--- src/rtl/hazard_stall_ctrl.sv ---
// Pipeline hazard/stall controller: memory-wait FSM with timeout, branch flush and data-hazard bubbles.
// Define HAZARD_FWD_EN when forwarding paths exist, so only load-use hazards stall.
module hazard_stall_ctrl #(
    parameter int MAX_WAIT = 15
) (
    input  logic        clk,
    input  logic        rst,
    input  logic [3:0]  id_src1,
    input  logic [3:0]  id_src2,
    input  logic        id_two_src,
    input  logic        exe_wb_en,
    input  logic        exe_mem_read,
    input  logic [3:0]  exe_dest,
    input  logic [3:0]  mem_dest,
    input  logic        mem_wb_en,
    input  logic        branch_taken,
    input  logic        mem_req,
    input  logic        mem_ready,
    output logic        if_freeze,
    output logic        id_freeze,
    output logic        id_flush,
    output logic        exe_flush,
    output logic        pipe_freeze,
    output logic        mem_timeout,
    output logic [15:0] stall_count
);

    typedef enum logic [1:0] {RUN, WAIT, TOUT} state_t;

    localparam logic [7:0] WAIT_LIMIT = 8'(MAX_WAIT);

    state_t     state, state_nxt;
    logic [7:0] wait_cnt;
    logic       src1_exe, src2_exe, hazard, mem_stall;

    assign src1_exe = (id_src1 == exe_dest);
    assign src2_exe = id_two_src && (id_src2 == exe_dest);

`ifdef HAZARD_FWD_EN
    // Forwarding covers everything except a load whose data is not back yet.
    logic unused_fwd;
    assign unused_fwd = ^{mem_dest, mem_wb_en};
    assign hazard = exe_wb_en && exe_mem_read && (src1_exe || src2_exe);
`else
    logic src1_mem, src2_mem;
    logic unused_nofwd;
    assign unused_nofwd = exe_mem_read;
    assign src1_mem = (id_src1 == mem_dest);
    assign src2_mem = id_two_src && (id_src2 == mem_dest);
    assign hazard = (exe_wb_en && (src1_exe || src2_exe)) ||
                    (mem_wb_en && (src1_mem || src2_mem));
`endif

    // The cycle mem_ready rises is never a stall, so the pipeline advances immediately.
    assign mem_stall = !mem_ready && (mem_req || state != RUN);

    always_comb begin
        state_nxt   = state;
        if_freeze   = 1'b0;
        id_freeze   = 1'b0;
        id_flush    = 1'b0;
        exe_flush   = 1'b0;
        pipe_freeze = 1'b0;

        case (state)
            RUN:  if (mem_req && !mem_ready) state_nxt = WAIT;
            WAIT: begin
                if (mem_ready)                    state_nxt = RUN;
                else if (wait_cnt == WAIT_LIMIT)  state_nxt = TOUT;
            end
            TOUT: if (mem_ready) state_nxt = RUN;
            default: state_nxt = RUN;
        endcase

        // Priority: memory stall, then taken branch, then data hazard; all held low in reset.
        if (!rst) begin
            if (mem_stall) begin
                if_freeze   = 1'b1;
                id_freeze   = 1'b1;
                pipe_freeze = 1'b1;
            end else if (branch_taken) begin
                id_flush  = 1'b1;
                exe_flush = 1'b1;
            end else if (hazard) begin
                if_freeze = 1'b1;
                id_freeze = 1'b1;
                exe_flush = 1'b1;
            end
        end
    end

    always_ff @(posedge clk or posedge rst) begin
        if (rst) begin
            state       <= RUN;
            wait_cnt    <= 8'd0;
            mem_timeout <= 1'b0;
            stall_count <= 16'd0;
        end else begin
            state <= state_nxt;
            if (state_nxt == WAIT && state != WAIT)
                wait_cnt <= 8'd0;
            else if (state == WAIT)
                wait_cnt <= wait_cnt + 8'd1;
            if (state_nxt == TOUT && state != TOUT)
                mem_timeout <= 1'b1;
            if (if_freeze && stall_count != 16'hFFFF)
                stall_count <= stall_count + 16'd1;
        end
    end

endmodule

--- config.mk ---
export PLATFORM = sky130hd
export DESIGN_NAME = hazard_stall_ctrl
export DESIGN_NICKNAME = d
export VERILOG_FILES = /design/src/rtl/hazard_stall_ctrl.sv
export SDC_FILE = /design/constraint.sdc
export NUM_CORES = 1
export LEC_CHECK = 0
export ABC_AREA = 1
export CAP_MARGIN = 20
export CORE_MARGIN = 3
export CORE_UTILIZATION = 55
export DETAILED_ROUTE_END_ITERATION = 10
export DONT_BUFFER_PORTS = 1
export PLACE_DENSITY = 0.68
export REMOVE_ABC_BUFFERS = 1
export SLEW_MARGIN = 20
export SYNTH_ARGS = -nofsm -noshare
export SYNTH_HDL_FRONTEND = slang
export SYNTH_SLANG_ARGS = --single-unit
export TNS_END_PERCENT = 30
--- constraint.sdc ---
create_clock -name clk -period 2.2 [get_ports clk]
set_clock_uncertainty 0.2 [all_clocks]
set_input_delay 0.44 -clock clk [delete_from_list [all_inputs] [get_ports clk]]
set_output_delay 0.44 -clock clk [all_outputs]
set_load 0.03 [all_outputs]
== Word-level counts from Yosys, hierarchy flattened ==
Cells that the tools add are included.
Storage, ports and cells
  logic and storage cells: 54
  flip-flop bits (word level): 27
  output and inout bits: 22
  input bits: 25
Operators by class
  reduce and logical (&&, ||, !) cells: 17
  equality and inequality tests: 12
  muxes and demuxes: 19
  $add $sub $neg: 2
Operator list (number)
  16-bit by 1-bit adder with 16-bit output, second input constant: 1
  4-bit equality test: 4
  8-bit 2-to-1 mux: 2
  16-bit inequality test, second input constant: 1
  1-bit 2-to-1 mux: 12
  1-bit logical AND: 9
  8-bit by 1-bit adder with 8-bit output, second input constant: 1
  8-bit by 4-bit equality test with 1-bit output, second input constant: 1
  2-bit 2-to-1 mux: 4
  2-bit one-hot mux with 3 select lines: 1
  2-bit by 1-bit equality test with 1-bit output, second input constant: 2
  2-bit equality test, second input constant: 2
  1-bit logical OR: 4
  2-bit nonzero test: 2
  2-bit logical NOT: 1
  2-bit by 1-bit inequality test with 1-bit output, second input constant: 1
  2-bit inequality test, second input constant: 1
  1-bit logical NOT: 1

== Depth between registers and ports, before layout ==
Gate-level depths: netlist of run 1.
  depth in word-level cells: 10
  depth in mapped cells: 14

== Least setup slack after synthesis of run 1 ==
OpenSTA, ideal clock, no wires.
  path type: in2out
  start: input mem_req
  end: output if_freeze
  arrival: 1764 ps
  stages on the path: 9
  setup slack: -204 ps
  cells stage by stage: inv_1 -> a21oi_1 -> inv_1 -> nor2_1 -> inv_1 -> nand2_2 -> buf_6 -> buf_6 -> buf_4
Between the ends
  word-level cells in the longest chain between the ends: 4
Ends and longest elaborated chain
  start: declaration: RTL line 17  | input logic mem_req,
  1-bit logical OR: RTL line 55  | assign mem_stall = !mem_ready && (mem_req || state != RUN);
  1-bit logical AND: RTL line 55
  1-bit 2-to-1 mux (2 in a row)
  end: declaration: RTL line 19  | output logic if_freeze,
No other way between the ends.

== Final worst setup path of run 1 ==
  start: input rst
  end: output exe_flush
Between the ends
  word-level cells in the longest chain between the ends: 1
Ends and longest elaborated chain
  start: declaration: RTL line 7  | input logic rst,
  1-bit 2-to-1 mux: RTL line 76  | if (!rst) begin
  end: declaration: RTL line 22  | output logic exe_flush,
No other way between the ends.

==> impl_metrics.toml, run 1 <==
[cts]
root_buffer = "clkbuf_4"
clk_pin_slew_worst_paths_ps = 130
clockBufferDepth = 2
insertion_delay_ps = 340
numCtsBuffers = 3
cts_max_level = 1
cts.sinks = 27
cts_tree = "yes"

[finish]
final_common_cell = "nand2_1"
nets = 319
area_delta_synth_final_pct = 13.25
drive_gt1_share_pct = 9.966
final_core_util_pct = 67.00
fillers = 292
antenna_cells = 0
final_cell_mix = "nand2_1, inv_1, nand3_1"
multiInputGateArea_sq_um = 989.7
seq_area_sq_um = 675.6
fin_cells = 335

[critical_path]
r2r-end = "stall_count[15]"
path_class = "in2out"
crit_chain = "dlygate4sd3_1 -> inv_1 -> nand2_1 -> o21bai_1 -> inv_1"
crit_arrival_ps = 1470
cp-start-kind = "input port"
cpMostUsedCell = "inv_1"
cpPeakStageDelay_ps = 540
crit_slowest_cell = "dlygate4sd3_1"
critPathCaptureType = "primary output"
critPathBufInv = 3
crit_path_max_fanout = 3
reg2reg_depth = 9
worstPathRequired_ps = 1560
reg2reg_from = "stall_count[1]"
r2r_setup_slack_ps = 270
critPathTopFamily = "buffers and inverters"

[drt]
wl_per_cell_um = 11.94
drt-pass1-iter-count = 6
via_count = 1684
drt_iter0_drc = 69
drc = 0
drt_wl_total_um = 4000
antenna_left = 0
via_per_inst = 5.027

[timing]
maxSlewHeadroom_pct = 71.95
setup_viol = 0
maxSlewViolCount = 0
min_period_ps = 2115
worst_pin_slew_ps = 419.8
tns_ps = 0
rsz0062_at_grt = "false"
period_share_pct = 96.12
worst_slack_ps = 85.27
fmax_mhz = 472.9
finalHoldViolCount = 0

[power_and_ir_drop]
swShare_pct = 37.09
p_int_uw = 789.8
finalPower_mw = 1.255
power_frac_comb_pct = 32.6
peakVddDrop_mv = 0.3763
powerDensity_nw_per_um2 = 599.1
pwr-share-clk_pct = 17.8
seqPwrFrac_pct = 49.6
leakage_nw = 1.137
p_switching_uw = 465.7

[floorplan]
chipWidth_um = 64.01
initial_core_util_pct = 59.16
die_h_um = 64.01
pin_count = 47
dieArea_sq_um = 4097
core_area_sq_um = 3128
placementRows = 20

[yosys]
yosys_warnings = 0
synth_seq_cells = 27
netlist_instances = 272
ys_seq_area_share_pct = 36.51
synth_edf_count = 0
synthArstFlopShare_pct = 100.0
yosys.cell_types.count = 27
synth_ff_type = "dfrtp_1"
syn_area_sq_um = 1851
avgSynthCellArea_sq_um = 6.803

[hold_path]
min_from = "mem_ready"
hp-class = "in2reg"
hold_end = "wait_cnt[0]"
min_path_cells = 2

[run]
drv_cap = 0

[placement]
dp.cells = 326
dp_hpwl_um = 2929
portBuffers = 0
gp_congestion = 0.8284
post-place-ws_ps = 252.5

[global_routing]
overflow = 0
grt_usage_pct = 21.14
first_global_vias = 1608
grt_start_max_net_pins = 28
grt_pass1_wl_um = 7017
antenna_found_initial = 0

[status]
status = "finished clean"
sequential cells by signal (all words and copies together), names as in the netlist:
register / flops
wait_cnt: 8
state: 2
stall_count: 16
mem_timeout: 1
logic make-up after synthesis:
logic type	count (synthesis)	synth area share (%)
and+or+nand+nor	167	39.15
xor gates and xnor gates	16	7.573
buffers and inverters	44	10.41
adders and majority gates	2	1.352
DFF	27	36.51
AOI/OAI and AO/OA	16	5.003
cells in the mapped netlist (2+ instances only):
cell,count,area share [%]
nand2_1,93,19
inv_1,38,7.7
nand3_1,28,7.6
nor2_1,28,5.7
dfrtp_1,27,37
xor2_1,13,6.2
o21ai_0,8,2.2
nor3_1,6,1.6
a21oi_1,3,0.81
buf_6,3,1.8
xnor2_1,3,1.4
ha_1,2,1.4
nand3_2,2,1.1
nand4_1,2,0.68
nor3b_1,2,0.81
o21a_1,2,0.81
o21bai_1,2,0.81
power by group through the flow:
stage | combinational [mW] | sequential (mW) | clock, mW
2_1_floorplan | 0.200 | 0.707 | 0
3_3_place_gp | 0.387 | 0.631 | 0
3_5_place_dp | 0.393 | 0.633 | 0
4_1_cts | 0.397 | 0.623 | 0.230
5_1_grt | 0.468 | 0.637 | 0.252
6_report | 0.409 | 0.623 | 0.223
what timing repair did:
item,4_1_cts,5_1_grt
hold endpoints to repair,30,0
gates resized for setup,0,2
setup buffers,0,1
endpoints found under the setup margin,0,2
hold buffers,2,0
area by class of cell:
type | instances | area share, %
multi-input combinational | 201 | 47.22
sequential | 27 | 32.24
timing repair buffer | 20 | 9.672
inverter | 39 | 6.985
tap | 44 | 2.627
clock buffer | 4 | 1.254
how the worst max path moves through the flow:
stage               slack, ps  cells past startpoint         to   startpoint
global placement          270                     11  id_freeze  exe_dest[0]
detailed placement        250                     11  id_freeze  exe_dest[0]
floorplan                 -70                      6  id_freeze      mem_req
CTS                        80                      5  exe_flush          rst
finish                     90                      5  exe_flush          rst
global route                8                      6  exe_flush     state[0]
metal layers:
layer | share of wire [%] | vias to the layer above | global-route usage (%)
met4 | 1.6 | 0 | 8.895
met2 | 44 | 39 | 32.90
li1 | - | 883 | -
met1 | 48 | 756 | 27.53
met3 | 7.2 | 6 | 5.800
met5 | 0 | - | 0
stage by stage:
step / area [sq um] / hold slack (ps)
after floorplan: 1804 / 259.9
after global routing: 2096 / 153.4
after CTS: 2031 / 159.2
after detailed placement: 1984 / 242.9
final: 2096 / 164.4
after global placement: 1984 / 240.9
Power figures use the tool's default switching activity.
==> run 2: changes to the inputs <==
--- a/config.mk
+++ b/config.mk
@@ -12,8 +12,10 @@
 export DETAILED_ROUTE_END_ITERATION = 10
 export DONT_BUFFER_PORTS = 1
 export PLACE_DENSITY = 0.68
+export RECOVER_POWER = 50
 export REMOVE_ABC_BUFFERS = 1
-export SLEW_MARGIN = 20
+export SETUP_SLACK_MARGIN = 0.15
+export SLEW_MARGIN = 0
 export SYNTH_ARGS = -nofsm -noshare
 export SYNTH_HDL_FRONTEND = slang
 export SYNTH_SLANG_ARGS = --single-unit
==> run 2 against run 1 <==
  * Non-clock buffer count increased by 2
  * Combinational power rose by 3%
  * Cell count grew 0.60%
  * Global-route usage rose by 0.82 points
  * Largest cell class unchanged
  * Largest power group unchanged
==> impl_metrics.toml, run 2 (synthesis results as in run 1) <==
[finish]
multiInputGateArea_sq_um = 1002
final_common_cell = "nand2_1"
antenna_cells = 0
nets = 321
drive_gt1_share_pct = 10.92
seq_area_sq_um = 675.6
final_core_util_pct = 68.00
top_register = "stall_count"
final_cell_mix = "nand2_1, inv_1, nand3_1"
largest_reg_flops = 16
area_delta_synth_final_pct = 14.94
top_regs = "stall_count x16, wait_cnt x8, state x2"
fillers = 299

[global_routing]
grt_usage_pct = 21.96
overflow = 0
grt_start_max_net_pins = 28
antenna_found_initial = 0
first_global_vias = 1645
grt_pass1_wl_um = 7217

[cts]
insertion_delay_ps = 340
cts.sinks = 27
root_buffer = "clkbuf_4"
cts_max_level = 1
clk_pin_slew_worst_paths_ps = 140
numCtsBuffers = 3
clockBufferDepth = 2
cts_tree = "yes"

[critical_path]
critPathTopFamily = "flip-flops"
crit_path_max_fanout = 2
path_class = "reg2out"
crit_arrival_ps = 1380
crit_chain = "nor2_2 -> a21oi_2 -> inv_1 -> nand2_1 -> o21bai_1 -> inv_2"
cp-start-kind = "register"
critPathBufInv = 2
cpPeakStageDelay_ps = 410
worstPathRequired_ps = 1560
critPathCaptureType = "primary output"
crit_slowest_cell = "dfrtp_1"

[drt]
drc = 0
antenna_left = 0
drt_iter0_drc = 68
drt-pass1-iter-count = 6
drt_wl_total_um = 3996
via_per_inst = 4.997
via_count = 1684
wl_per_cell_um = 11.86

[timing]
rsz0062_at_grt = "true"
setup_viol = 0
maxSlewHeadroom_pct = 54.93
fmax_mhz = 496.0
min_period_ps = 2016
period_share_pct = 91.65
tns_ps = 0
finalHoldViolCount = 0
worst_pin_slew_ps = 676.1
maxSlewViolCount = 0

[floorplan]
chipWidth_um = 64.01
initial_core_util_pct = 59.16
dieArea_sq_um = 4097
pin_count = 47
placementRows = 20
core_area_sq_um = 3128
die_h_um = 64.01

[run]
drv_cap = 0

[placement]
gp_congestion = 0.8284
dp_hpwl_um = 2929
portBuffers = 0

[power_and_ir_drop]
peakVddDrop_mv = 0.3791
leakage_nw = 1.146
p_int_uw = 802.1
p_switching_uw = 469.4
pwr-share-clk_pct = 17.7
seqPwrFrac_pct = 49.1
powerDensity_nw_per_um2 = 597.8
power_frac_comb_pct = 33.2
swShare_pct = 36.92
finalPower_mw = 1.272

[status]
status = "finished clean"

[hold_path]
hp-class = "in2reg"
[run 2: cell count changes in the layout (fill, tap and decap cells not counted), moves of 2 or more]
cell	previous run	this run
buf_4	15	12
bufbuf_16	0	2
clkbuf_1	1	4
clkbuf_16	2	0
nand2_4	2	0
nor2_1	27	25
nor2_2	2	4
[run 2: layer usage]
metal	global-route usage, %	vias to the layer above	share of wire, %
met4	8.895	0	1.9
met2	34.58	42	44
met5	0	-	0
met3	6.151	8	7.7
met1	28.31	742	47
li1	-	892	-
[run 2: through the flow]
| stage | instances | setup slack, ps | area, sq um | hold WS [ps] |
|---|---|---|---|---|
| after floorplan | 267 | -73.90 | 1804 | 259.9 |
| after global placement | 326 | 270.4 | 1984 | 240.9 |
| after detailed placement | 326 | 252.5 | 1984 | 242.9 |
| after CTS | 335 | 139.7 | 2106 | 159.2 |
| after global routing | 337 | 104.5 | 2127 | 153.4 |
| final | 337 | 183.8 | 2127 | 161.2 |
[run 2: layout make-up]
cell class                      count  area share (%)
Inverter                           39           7.000
Multi-Input combinational cell    201           47.12
Timing Repair Buffer               22           10.29
Tap cell                           44           2.588
Sequential cell                    27           31.76
Clock buffer                        4           1.235
[run 2: repair_timing]
item                                    in CTS  in global routing
resized for setup                            2                  6
hold buffers                                 2                  0
endpoints found under the setup margin       3                 17
pin swaps                                    0                  1
hold endpoints to repair                    30                  0
buffers inserted                             1                  2
gates cloned                                 2                  0
[run 2: worst paths after layout]
path                             start              end  slack [ps]  depth (start not counted)
max reg2reg                   state[1]      wait_cnt[5]         290                         10
min in group asynchronous          rst  stall_count[11]         500                          3
min                          mem_ready      wait_cnt[0]         160                          2
max                           state[0]        exe_flush         180                          6
min reg2reg                wait_cnt[0]      wait_cnt[0]         320                          1
max in group asynchronous          rst   stall_count[0]         860                          3
[run 2: power groups by stage]
stage | clock network (mW) | logic (mW) | registers (mW)
after CTS | 0.230 | 0.421 | 0.623
after global routing | 0.252 | 0.481 | 0.638
after floorplan | 0 | 0.200 | 0.707
after global placement | 0 | 0.387 | 0.631
final | 0.225 | 0.423 | 0.624
after detailed placement | 0 | 0.393 | 0.633
==> run 3: changes to the inputs <==
--- a/config.mk
+++ b/config.mk
@@ -5,9 +5,7 @@
 export SDC_FILE = /design/constraint.sdc
 export NUM_CORES = 1
 export LEC_CHECK = 0
-export ABC_AREA = 1
-export CAP_MARGIN = 20
-export CORE_MARGIN = 3
+export CAP_MARGIN = 0
 export CORE_UTILIZATION = 55
 export DETAILED_ROUTE_END_ITERATION = 10
 export DONT_BUFFER_PORTS = 1
==> run 3 against run 2 <==
  * The flow now finishes with violations (setup timing)
  * Fmax fell by 11%
  * Largest cell class unchanged
  * Routed wire length fell by 9.4%
  * Register-to-register slack got worse by 270 ps
  * Non-clock buffer count is 18 higher
  * Hold slack got worse by 42 ps
  * Cell count is 31% lower
  * Critical path type unchanged
  * Sequential power down 3.4%
  * First-iteration DRC count fell by 38%
  * Synthesized cell count decreased by 41%
  * Core utilization is 4.6 points higher
==> impl_metrics.toml, run 3 <==
[finish]
area_delta_synth_final_pct = 25.39
antenna_cells = 0
fin_cells = 232
nets = 229
top_regs = "stall_count x16, wait_cnt x8, state x2"
fin_area_sq_um = 2002
largest_reg_flops = 16
top_register = "stall_count"
final_cell_mix = "dfrtp_1, buf_4, nand2_1"
drive_gt1_share_pct = 27.86

[timing]
fmax_mhz = 441.2
period_share_pct = 103.0
worst_slack_ps = -66.30
rsz0062_at_grt = "true"
finalHoldViolCount = 0
min_period_ps = 2266
worst_pin_slew_ps = 1110
setup_viol = 2
maxSlewViolCount = 0
maxSlewHeadroom_pct = 25.98

[yosys]
synth_top_area_cell = "dfrtp_1"
synthArstFlopShare_pct = 100.0
netlist_top_cells_count = "dfrtp_1, nand2_1, xnor2_1"
synth_edf_count = 0
syn_area_sq_um = 1597
post-synth-top-count-cell = "dfrtp_1"
synth_area_leaders = "dfrtp_1, xnor2_1, xor2_1, nand2_1, mux2_2"
netlist_instances = 161
yosys.cell_types.count = 43
avgSynthCellArea_sq_um = 9.916
synth_top_area_share_pct = 42.32
synth_ff_type = "dfrtp_1"
yosys_warnings = 0
ys_seq_area_share_pct = 42.32
synth_seq_cells = 27

[cts]
root_buffer = "clkbuf_4"
cts_tree = "yes"
cts_max_level = 1
clockBufferDepth = 2
clk_pin_slew_worst_paths_ps = 150
cts.sinks = 27
numCtsBuffers = 3
insertion_delay_ps = 330

[power_and_ir_drop]
leakage_nw = 0.8962
finalPower_mw = 1.303
peakVddDrop_mv = 0.9502
powerDensity_nw_per_um2 = 650.8

[placement]
dp.cells = 220
portBuffers = 0
gp_congestion = 0.8078
post-place-ws_ps = -95.06
placed_cell_area_sq_um = 1869
dp_hpwl_um = 2749

[drt]
antenna_left = 0
wl_per_cell_um = 15.60
drc = 0
drt_iter0_drc = 42
drt_wl_total_um = 3619
via_count = 1378
drt-pass1-iter-count = 4
via_per_inst = 5.940

[critical_path]
reg2reg_depth = 7
critPathCaptureType = "primary output"
r2r_setup_slack_ps = 20
path_class = "reg2out"
r2r-end = "stall_count[5]"
cp-start-kind = "register"
worstPathRequired_ps = 1560
crit_arrival_ps = 1630
crit_path_max_fanout = 4
reg2reg_from = "stall_count[4]"

[hold_path]
min_path_cells = 2
min_from = "mem_ready"
hold_end = "mem_timeout"
hp-class = "in2reg"

[global_routing]
use_met3_pct = 5.349
overflow = 0
use_met2_pct = 44.23
antenna_found_initial = 0
grt_usage_pct = 25.21
grt_pass1_wl_um = 6168
use_met1_pct = 30.75
grt_start_max_net_pins = 22
grt_busiest_layer = "met2"
first_global_vias = 1474

[floorplan]
initial_core_util_pct = 57.89
chipWidth_um = 55.88
placementRows = 19
dieArea_sq_um = 3122
core_area_sq_um = 2758
die_h_um = 55.88
pin_count = 47

[run]
drv_cap = 0

[status]
status = "finished with violations"
violations = "setup timing"
[run 3: cell types whose count changed after synthesis, sizes merged, moves of 7 or more]
| cell | before | now |
|---|---|---|
| and3 | 0 | 7 |
| inv | 39 | 5 |
| nand2 | 95 | 16 |
| nand3 | 30 | 9 |
| nor2 | 29 | 7 |
| xnor2 | 3 | 12 |
[run 3: how the worst max path moves through the flow]
stage	start	cells past startpoint	endpoint
final	state[1]	6	if_freeze
after floorplan	stall_count[4]	6	stall_count[1]
after global placement	stall_count[4]	6	stall_count[1]
after detailed placement	stall_count[4]	6	stall_count[1]
after CTS	state[1]	6	if_freeze
after global routing	state[1]	6	id_freeze
[run 3: cell families (layout without fill, tap and decap cells)]
logic type / count (synthesis) / count (layout) / share of synthesized area, %
AND/OR/NAND/NOR: 64 / 64 / 22.02
AO/OA/AOI/OAI: 30 / 30 / 14.97
multiplexers: 6 / 6 / 4.153
flip-flops: 27 / 27 / 42.32
buffers and inverters: 9 / 49 / 2.351
XOR/XNOR: 23 / 23 / 12.62
adder cells (fa/ha/maj): 2 / 2 / 1.567
[run 3: critical path: stages (launching register included)]
cell and delay [ps]:
dfrtp_1 430, nor3_2 190, or2_4 160, buf_6 100
nor2_4 30, or2_4 230, buf_12 150
[run 3: routing by layer]
metal  vias up  wire length (um)
met4         0                47
met3         5               200
met1       665              1521
met2        42              1849
li1        666                 -
met5         -                 0
[run 3: what timing repair did]
action	4_1_cts	5_1_grt
resized for setup	11	4
buffers inserted	3	2
endpoints found under the hold margin	8	0
hold buffers	3	0
pin swaps	12	6
gates cloned	0	0
setup endpoints to repair	20	19
[run 3: area by class of cell]
cell class	instances	area, sq um
Sequential cell	27	675.6
Timing Repair Buffer	40	301.5
Clock inverter	1	5.005
Inverter	5	18.77
Tap cell	31	38.79
Clock buffer	3	22.52
Multi-Input combinational cell	125	939.7
Fill cell	225	755.7
[run 3: power breakdown]
| part | leakage [nW] | switching (mW) | internal (mW) |
|---|---|---|---|
| combinational | 0.516 | 0.292 | 0.190 |
| sequential | 0.362 | 0.0439 | 0.559 |
| clock | 0.0177 | 0.150 | 0.0684 |
| total | 0.896 | 0.485 | 0.817 |
[run 3: through the flow]
stage	TNS (ps)	hold slack [ps]	util [%]
after global placement	-79.78	82.61	67.79
after global routing	-484.5	113.6	72.60
after floorplan	-1207	244.4	-
after CTS	-112.3	81.86	72.23
after detailed placement	-264.7	87.67	67.79
final	-132.6	119.2	72.60
